File: config.mk
export PLATFORM = sky130hd
export DESIGN_NAME = uart_rx
export DESIGN_NICKNAME = d
export VERILOG_FILES = /design/src/rtl/uart_rx.sv
export SDC_FILE = /design/constraint.sdc
export NUM_CORES = 1
export LEC_CHECK = 0
export CAP_MARGIN = 30
export CORE_MARGIN = 2
export CORE_UTILIZATION = 25
export CTS_CLUSTER_DIAMETER = 80
export DETAILED_ROUTE_END_ITERATION = 6
export GPL_TIMING_DRIVEN = 0
export PLACE_DENSITY = 0.53
export SYNTH_ARGS = -nofsm -noshare
export SYNTH_HDL_FRONTEND = slang
export SYNTH_SLANG_ARGS = --single-unit
File: constraint.sdc
create_clock -name i_clk -period 2.66 [get_ports i_clk]
set_input_delay 0.399 -clock i_clk [delete_from_list [all_inputs] [get_ports i_clk]]
set_output_delay 0.399 -clock i_clk [all_outputs]
set_load 0.02 [all_outputs]
File: src/rtl/uart_rx.sv
// uart_rx: 16x-oversampling UART receiver for the UART-ALU datapath.
// Receives one start bit, SIZEDATA data bits (LSB first) and a stop period of
// SB_TICK ticks, then presents the byte with a one-cycle done strobe.
//
// Ports:
//   i_clk          system clock, rising edge
//   i_reset        asynchronous active-low reset
//   i_tick         16x-baud sample strike, one i_clk cycle wide
//   i_rx           serial line, asynchronous, idle high
//   o_data         last received byte, held until the next frame completes
//   o_rx_done      one-cycle strobe when o_data/o_frame_error update
//   o_frame_error  stop sample of the last frame was low
module uart_rx #(
    parameter int unsigned SIZEDATA = 8,
    parameter int unsigned SB_TICK  = 16
) (
    input  logic                i_clk,
    input  logic                i_reset,
    input  logic                i_tick,
    input  logic                i_rx,
    output logic [SIZEDATA-1:0] o_data,
    output logic                o_rx_done,
    output logic                o_frame_error
);

    localparam int unsigned SW = ($clog2(SB_TICK) > 4) ? $clog2(SB_TICK) : 4;
    localparam int unsigned NW = ($clog2(SIZEDATA) > 1) ? $clog2(SIZEDATA) : 1;

    typedef enum logic [1:0] {
        ST_IDLE  = 2'd0,
        ST_START = 2'd1,
        ST_DATA  = 2'd2,
        ST_STOP  = 2'd3
    } state_t;

    state_t              r_state;
    state_t              w_state_next;
    logic                r_sync1;
    logic                r_rx_s;
    logic [SW-1:0]       r_s;
    logic [SW-1:0]       w_s_next;
    logic [NW-1:0]       r_n;
    logic [NW-1:0]       w_n_next;
    logic [SIZEDATA-1:0] r_b;
    logic [SIZEDATA-1:0] w_b_next;
    logic [SIZEDATA-1:0] r_data;
    logic [SIZEDATA-1:0] w_data_next;
    logic                r_done;
    logic                w_done_next;
    logic                r_ferr;
    logic                w_ferr_next;

    // Two-flop synchroniser; resets to the idle (high) line level.
    always_ff @(posedge i_clk or negedge i_reset) begin
        if (!i_reset) begin
            r_sync1 <= 1'b1;
            r_rx_s  <= 1'b1;
        end else begin
            r_sync1 <= i_rx;
            r_rx_s  <= r_sync1;
        end
    end

    // State, counters, shift register and registered outputs.
    always_ff @(posedge i_clk or negedge i_reset) begin
        if (!i_reset) begin
            r_state <= ST_IDLE;
            r_s     <= '0;
            r_n     <= '0;
            r_b     <= '0;
            r_data  <= '0;
            r_done  <= 1'b0;
            r_ferr  <= 1'b0;
        end else begin
            r_state <= w_state_next;
            r_s     <= w_s_next;
            r_n     <= w_n_next;
            r_b     <= w_b_next;
            r_data  <= w_data_next;
            r_done  <= w_done_next;
            r_ferr  <= w_ferr_next;
        end
    end

    // Next-state logic; counters only advance on a tick, except start detection.
    always_comb begin
        w_state_next = r_state;
        w_s_next     = r_s;
        w_n_next     = r_n;
        w_b_next     = r_b;
        w_data_next  = r_data;
        w_ferr_next  = r_ferr;
        w_done_next  = 1'b0;
        case (r_state)
            ST_IDLE: begin
                w_s_next = '0;
                w_n_next = '0;
                if (!r_rx_s) begin
                    w_state_next = ST_START;
                end
            end
            ST_START: begin
                if (i_tick) begin
                    if (r_s == SW'(7)) begin
                        // Mid start bit: a high line here was a glitch.
                        w_s_next = '0;
                        w_n_next = '0;
                        w_state_next = r_rx_s ? ST_IDLE : ST_DATA;
                    end else begin
                        w_s_next = r_s + SW'(1);
                    end
                end
            end
            ST_DATA: begin
                if (i_tick) begin
                    if (r_s == SW'(15)) begin
                        w_s_next = '0;
                        w_b_next = {r_rx_s, r_b[SIZEDATA-1:1]};
                        if (r_n == NW'(SIZEDATA - 1)) begin
                            w_state_next = ST_STOP;
                        end else begin
                            w_n_next = r_n + NW'(1);
                        end
                    end else begin
                        w_s_next = r_s + SW'(1);
                    end
                end
            end
            ST_STOP: begin
                if (i_tick) begin
                    if (r_s == SW'(SB_TICK - 1)) begin
                        w_s_next     = '0;
                        w_data_next  = r_b;
                        w_ferr_next  = ~r_rx_s;
                        w_done_next  = 1'b1;
                        w_state_next = ST_IDLE;
                    end else begin
                        w_s_next = r_s + SW'(1);
                    end
                end
            end
            default: begin
                w_state_next = ST_IDLE;
            end
        endcase
    end

    assign o_data        = r_data;
    assign o_rx_done     = r_done;
    assign o_frame_error = r_ferr;

endmodule

==> results of run 1 <==
## worst max-delay path by stage
stage	from	to	depth (start not counted)
2_1_floorplan	r_s[0]	o_data[0]	5
3_3_place_gp	i_reset	o_data[7]	1
3_5_place_dp	r_s[0]	r_b[5]	4
4_1_cts	r_s[0]	r_b[5]	4
5_1_grt	r_s[0]	r_b[0]	4
6_report	r_s[0]	r_b[5]	4
## worst reg2reg max path: cells and delay by family (launching register included)
| family | cells | cell delay, ns |
|---|---|---|
| muxes | 1 | 0.39 |
| adders and majority gates | 1 | 0.33 |
| and+or+nand+nor | 2 | 0.55 |
| DFF | 1 | 0.44 |
## registers in the layout, summed over array words and instances, names as in the netlist, named ones only
register	count
o_frame_error	1
r_b	8
r_rx_s	1
r_state	1
r_s	4
o_rx_done	1
r_n	3
r_sync1	1
o_data	8
## layout by cell type (no fill, tap or decap), types with 2 or more instances in the layout
cell / netlist / final
dfrtp_1: 27 / 27
mux2_2: 17 / 17
clkdlybuf4s50_1: 0 / 12
clkbuf_8: 1 / 8
o21ai_0: 5 / 5
nor2_1: 4 / 4
buf_4: 3 / 3
inv_1: 3 / 3
a31oi_1: 3 / 3
ha_1: 3 / 3
and3_1: 2 / 2
nand4_4: 2 / 2
nand3_1: 2 / 2
nand2_1: 2 / 2
nand3b_1: 2 / 2
o2bb2ai_1: 2 / 2
dfstp_2: 2 / 2
## cell type report
cell class	instances	area (sq um)
Tap cell	70	87.6
Timing Repair Buffer	13	148
Multi-Input combinational cell	59	517
Sequential cell	29	728
Inverter	3	11.3
Buffer	6	52.6
Clock inverter	1	5.00
Fill cell	529	3430
Clock buffer	7	96.3
## layer usage
metal / wire, um / share of wire [%] / GRT usage (%)
met1: 1000 / 43 / 10.3
met2: 1200 / 51 / 15.2
met3: 122 / 5.2 / 2.96
met4: 23 / 0.98 / 3.82
met5: 0 / 0 / 0
## kinds of logic after synthesis
family,after synthesis
fa+ha+maj,3
flops,29
xor+xnor,2
simple gates,20
buf+inv,9
mux,18
compound gates,16
## power breakdown
group          switching, mW  total (mW)  internal [mW]  leakage (nW)
clock network          0.157       0.390          0.233        0.0542
registers             0.0318       0.523          0.491         0.385
logic                  0.202       0.341          0.138         0.327
## through the flow
step                setup WS (ns)  std cells  instance area [sq um]
finish                      0.821        188                   1650
global route                0.720        188                   1650
CTS                         0.814        188                   1650
detailed placement          0.818        180                   1540
global placement            0.774        179                   1520
floorplan                    1.08         97                   1310
==> flow_summary_export.csv, run 1 <==
group,metric,value,unit
floorplan,design.core.area,5070,sq um
critical_path,start_kind,"flip-flop",
routing,first_iter_violations,23,
routing,drc_errors,0,
logic_synthesis,ys_seq_elements,29,
critical_path,r2r_cells,4,
timing,fmax,544,MHz
critical_path,cp_data_required_time,2.81,ns
power_and_ir_drop,p_per_area,762,nW/um^2
floorplan,dieArea,5830,sq um
worst_hold_path,min_path_cells,0,
floorplan,floorplan.initialDensity,25.8,%
routing,routedWlPerCell,12.5,um
power_and_ir_drop,p_leak,0.766,nW
logic_synthesis,synth_edf_count,0,
final_layout,finish.utilization,32.4,%
logic_synthesis,ys.flop_type,"dfrtp_1",
logic_synthesis,synth_cell_type_count,33,
logic_synthesis,synth_top_family_by_area,"multiplexers",
logic_synthesis,synth_fa_ha_area_share,2.87,%
critical_path,rrSetupSlack,0.82,ns
critical_path,arrival,1.99,ns
logic_synthesis,netlist_top_cells_count,"dfrtp_1 (27), mux2_2 (17), o21ai_0 (5)",
floorplan,die_y,76.4,um
final_layout,area_growth,25.7,%
logic_synthesis,yosys-top-cells-area,"dfrtp_1 (52%), mux2_2 (15%), dfstp_2 (4.0%), nand4_4 (3.3%), ha_1 (2.9%)",
critical_path,critPathMaxStageDelay,0.44,ns
clock_tree,cts_buffer_depth,2,
logic_synthesis,yosysWarnings,0,
placed_design,io_buffers,12,
timing,worstMarginPinSlew,0.664,ns
final_layout,nets,124,
logic_synthesis,synth_xor_area_share,1.34,%
timing,hold_ws,0.356,ns
grt,antenna_found_initial,0,
grt,grt_first_pass_wirelength,4.23,mm
logic_synthesis,ys_seq_area_share,55.6,%
power_and_ir_drop,power.total,1.25,mW
routing,vias,831,
logic_synthesis,synth-compound-area-share,8.32,%
timing,slew_headroom,55.6,%
clock_tree,htreeDepth,2,
routing,wirelength,2.35,mm
worst_hold_path,min_from,"r_sync1",
routing,vias_per_cell,4.42,
placed_design,gp_congestion,0.789,
logic_synthesis,synth_cells,97,
critical_path,path_cells,"ha_1, nand4_4, nor3_4, mux2_2",
final_layout,diodes,0,
critical_path,path_buf_inv,0,
logic_synthesis,syn_area,1310,sq um
routing,ant_nets,0,
logic_synthesis,yosysTopAreaCellShare,51.6,%
worst_hold_path,hold_path.class,"flip-flop to flip-flop",
logic_synthesis,yosysMostFrequentCell,"dfrtp_1",
status,outcome,"finished clean",
grt,grt_pass1_vias,920,
clock_tree,cts_tree,"built",
clock_tree,clk_latency,0.27,ns
timing,grt_setup_unrepaired,"false",
timing,tns,0,ns
final_layout,drive_above_1_share,33.1,%
floorplan,die_x,76.4,um
floorplan,row_count,26,
grt,grt_overflow,0,
critical_path,cp_top_family,"simple AND/OR/NAND/NOR gates",
routing,dr.pass1.iters,4,
critical_path,critPathSlowestCell,"dfrtp_1",
grt,gr-usage-all-layers,8.94,%
timing,finalSetupViolCount,0,
clock_tree,cts_buffers,5,
clock_tree,cts-root-buf,"clkbuf_8",
logic_synthesis,yosys-mux-area-fraction,15.4,%
placed_design,post-dp-hpwl,1.70,mm
logic_synthesis,yosys.area.top_type,"dfrtp_1",
clock_tree,post_cts_resized,0,
logic_synthesis,synthArstFlopShare,100,%
critical_path,critPathCaptureType,"flip-flop",
critical_path,rr_endpoint,"r_b[5]",
critical_path,critical_path_class,"flip-flop to flip-flop",
timing,finClkSkew,0.00558,ns
logic_synthesis,synth.avg_cell_area,13.5,sq um
clock_tree,holdBufCountCts,0,
timing,finalMaxSlewViolations,0,
power_and_ir_drop,ir_drop,422,uV
floorplan,io_pins,14,
logic_synthesis,synth-simple-area-share,11.6,%
clock_tree,postCtsSetupBuffers,0,
job,maxCapViolations,0,
grt,grt_start_max_net_pins,18,
clock_tree,numClockSinks,29,
logic_synthesis,syn_nets,104,
critical_path,worstReg2RegStart,"r_s[0]",
critical_path,path_max_fanout,8,
timing,finalHoldViolations,0,
timing,fin_crit_sh,69.1,%
timing,fin_crit,1.84,ns
clock_tree,clkTransAtPathRegs,0.06,ns
worst_hold_path,hold-path-endpoint,"r_rx_s",
No activity file was read; power rests on OpenSTA's default activity.
==> run 2: changes to the inputs <==
PLACE_DENSITY = 0.54   (was 0.53)
clock period = 1.67 ns   (was 2.66 ns; I/O delays follow)
==> flow_summary_export.csv, run 2 (synthesis gave the netlist of run 1 again) <==
group,metric,value,unit
floorplan,die_x,76.4,um
timing,fin_crit_sh,95.6,%
critical_path,path_cells,"ha_4, and3_1, buf_6, nand4_4, mux2_2",
critical_path,critical_path_class,"flip-flop to flip-flop",
worst_hold_path,min_path_cells,2,
final_layout,diodes,0,
grt,grt_pass1_vias,856,
final_layout,drive_above_1_share,38.0,%
timing,finalSetupViolCount,0,
critical_path,arrival,1.76,ns
floorplan,floorplan.initialDensity,25.8,%
floorplan,die_y,76.4,um
routing,ant_nets,0,
critical_path,path_depth,5,
power_and_ir_drop,p_per_area,1190,nW/um^2
timing,slew_headroom,63.1,%
power_and_ir_drop,ir_drop,902,uV
critical_path,critPathCaptureType,"flip-flop",
final_layout,layout_commonest_cell,"dfrtp_1",
placed_design,placed_cell_area,1540,sq um
final_layout,instances_no_fill,191,
floorplan,row_count,26,
routing,wirelength,2.29,mm
final_layout,final_area,1700,sq um
grt,grt_start_max_net_pins,21,
critical_path,rrSetupSlack,0.07,ns
clock_tree,numClockSinks,29,
routing,routedWlPerCell,12.0,um
routing,drc_errors,0,
critical_path,cp_data_required_time,1.84,ns
floorplan,io_pins,14,
critical_path,path_max_fanout,10,
critical_path,worstReg2RegStart,"r_s[0]",
routing,vias_per_cell,4.46,
timing,finalHoldViolations,0,
critical_path,path_buf_inv,1,
critical_path,r2r_cells,5,
clock_tree,cts_buffers,5,
final_layout,fill_cells,522,
timing,finClkSkew,0.00630,ns
final_layout,nets,127,
clock_tree,clk_latency,0.28,ns
worst_hold_path,hold_path.class,"primary input to flip-flop",
clock_tree,cts_tree,"built",
grt,grt_first_pass_wirelength,3.82,mm
routing,first_iter_violations,14,
critical_path,cp_top_family,"flip-flops",
timing,fmax,627,MHz
clock_tree,htreeDepth,2,
worst_hold_path,min_from,"i_tick",
final_layout,final_cell_mix,"dfrtp_1 (26), mux2_2 (17), clkdlybuf4s50_1 (12)",
grt,antenna_found_initial,0,
power_and_ir_drop,p_leak,0.777,nW
status,outcome,"finished clean",
timing,fin_ws,0.0743,ns
clock_tree,cts_buffer_depth,2,
floorplan,design.core.area,5070,sq um
clock_tree,cts-root-buf,"clkbuf_8",
power_and_ir_drop,power.total,2.03,mW
routing,dr.pass1.iters,4,
placed_design,io_buffers,12,
critical_path,critPathLaunch,"r_s[0]",
critical_path,critPathMaxStageDelay,0.43,ns
floorplan,dieArea,5830,sq um
grt,gr-usage-all-layers,8.33,%
placed_design,post-dp-hpwl,1.58,mm
job,maxCapViolations,0,
timing,finalMaxSlewViolations,0,
timing,grt_setup_unrepaired,"false",
timing,worstMarginPinSlew,0.551,ns
final_layout,area_growth,29.8,%
placed_design,gp_congestion,0.719,
routing,vias,852,
placed_design,dp_slack,-0.133,ns
critical_path,critPathSlowestCell,"dfrtp_2",
timing,fin_crit,1.60,ns
placed_design,dp_cells,180,
critical_path,start_kind,"flip-flop",
grt,grt_overflow,0,
clock_tree,clkTransAtPathRegs,0.06,ns
-- run 2: what timing repair did --
action / CTS / global route
hold buffers: 0 / 0
pin swaps: 1 / 1
hold endpoints to repair: 0 / 0
endpoints found under the setup margin: 18 / 18
resized for setup: 3 / 3
buffers inserted: 1 / 2
-- run 2: through the flow --
stage / hold WS [ns] / setup TNS [ns] / utilization, %
detailed placement: 0.351 / -1.73 / 30.4
floorplan: -0.0451 / 0 / -
finish: 0.277 / 0 / 33.5
global route: 0.271 / 0 / 33.5
global placement: 0.349 / -3.05 / 29.9
CTS: 0.264 / 0 / 33.1
-- run 2: final cells by class --
class	count	area, sq um	share of cell area, %
Clock buffer	7	96.3	5.67
Buffer	6	52.6	3.09
Sequential cell	29	729	42.9
Tap cell	70	87.6	5.15
Clock inverter	1	5.00	0.295
Multi-Input combinational cell	59	534	31.4
Timing Repair Buffer	16	183	10.8
Inverter	3	11.3	0.663
-- run 2: path summary, 6_finish.rpt --
path	end
worst max-delay path	o_data[2]
worst min-delay path	r_s[3]
worst max register to register	o_data[2]
worst min register to register	r_rx_s
max in group asynchronous	r_rx_s
min in group asynchronous	o_data[1]
-- run 2: metal layers --
metal,routed length [um],track usage [%],part of all wire [%]
met3,123,2.96,5.4
met5,0,0,0
met4,57,4.91,2.5
met1,952,9.05,41
met2,1160,14.0,51
-- run 2: power by group --
part,switching [mW],leakage (nW),internal [mW]
registers,0.0610,0.384,0.785
logic,0.319,0.340,0.240
clock network,0.252,0.0542,0.371
total,0.632,0.777,1.40
-- run 2: worst reg2reg max path, cell delays in order (launching register included) --
cell and delay (ns):
dfrtp_2 0.43, ha_4 0.20, and3_1 0.17, buf_6 0.13
nand4_4 0.22, mux2_2 0.33
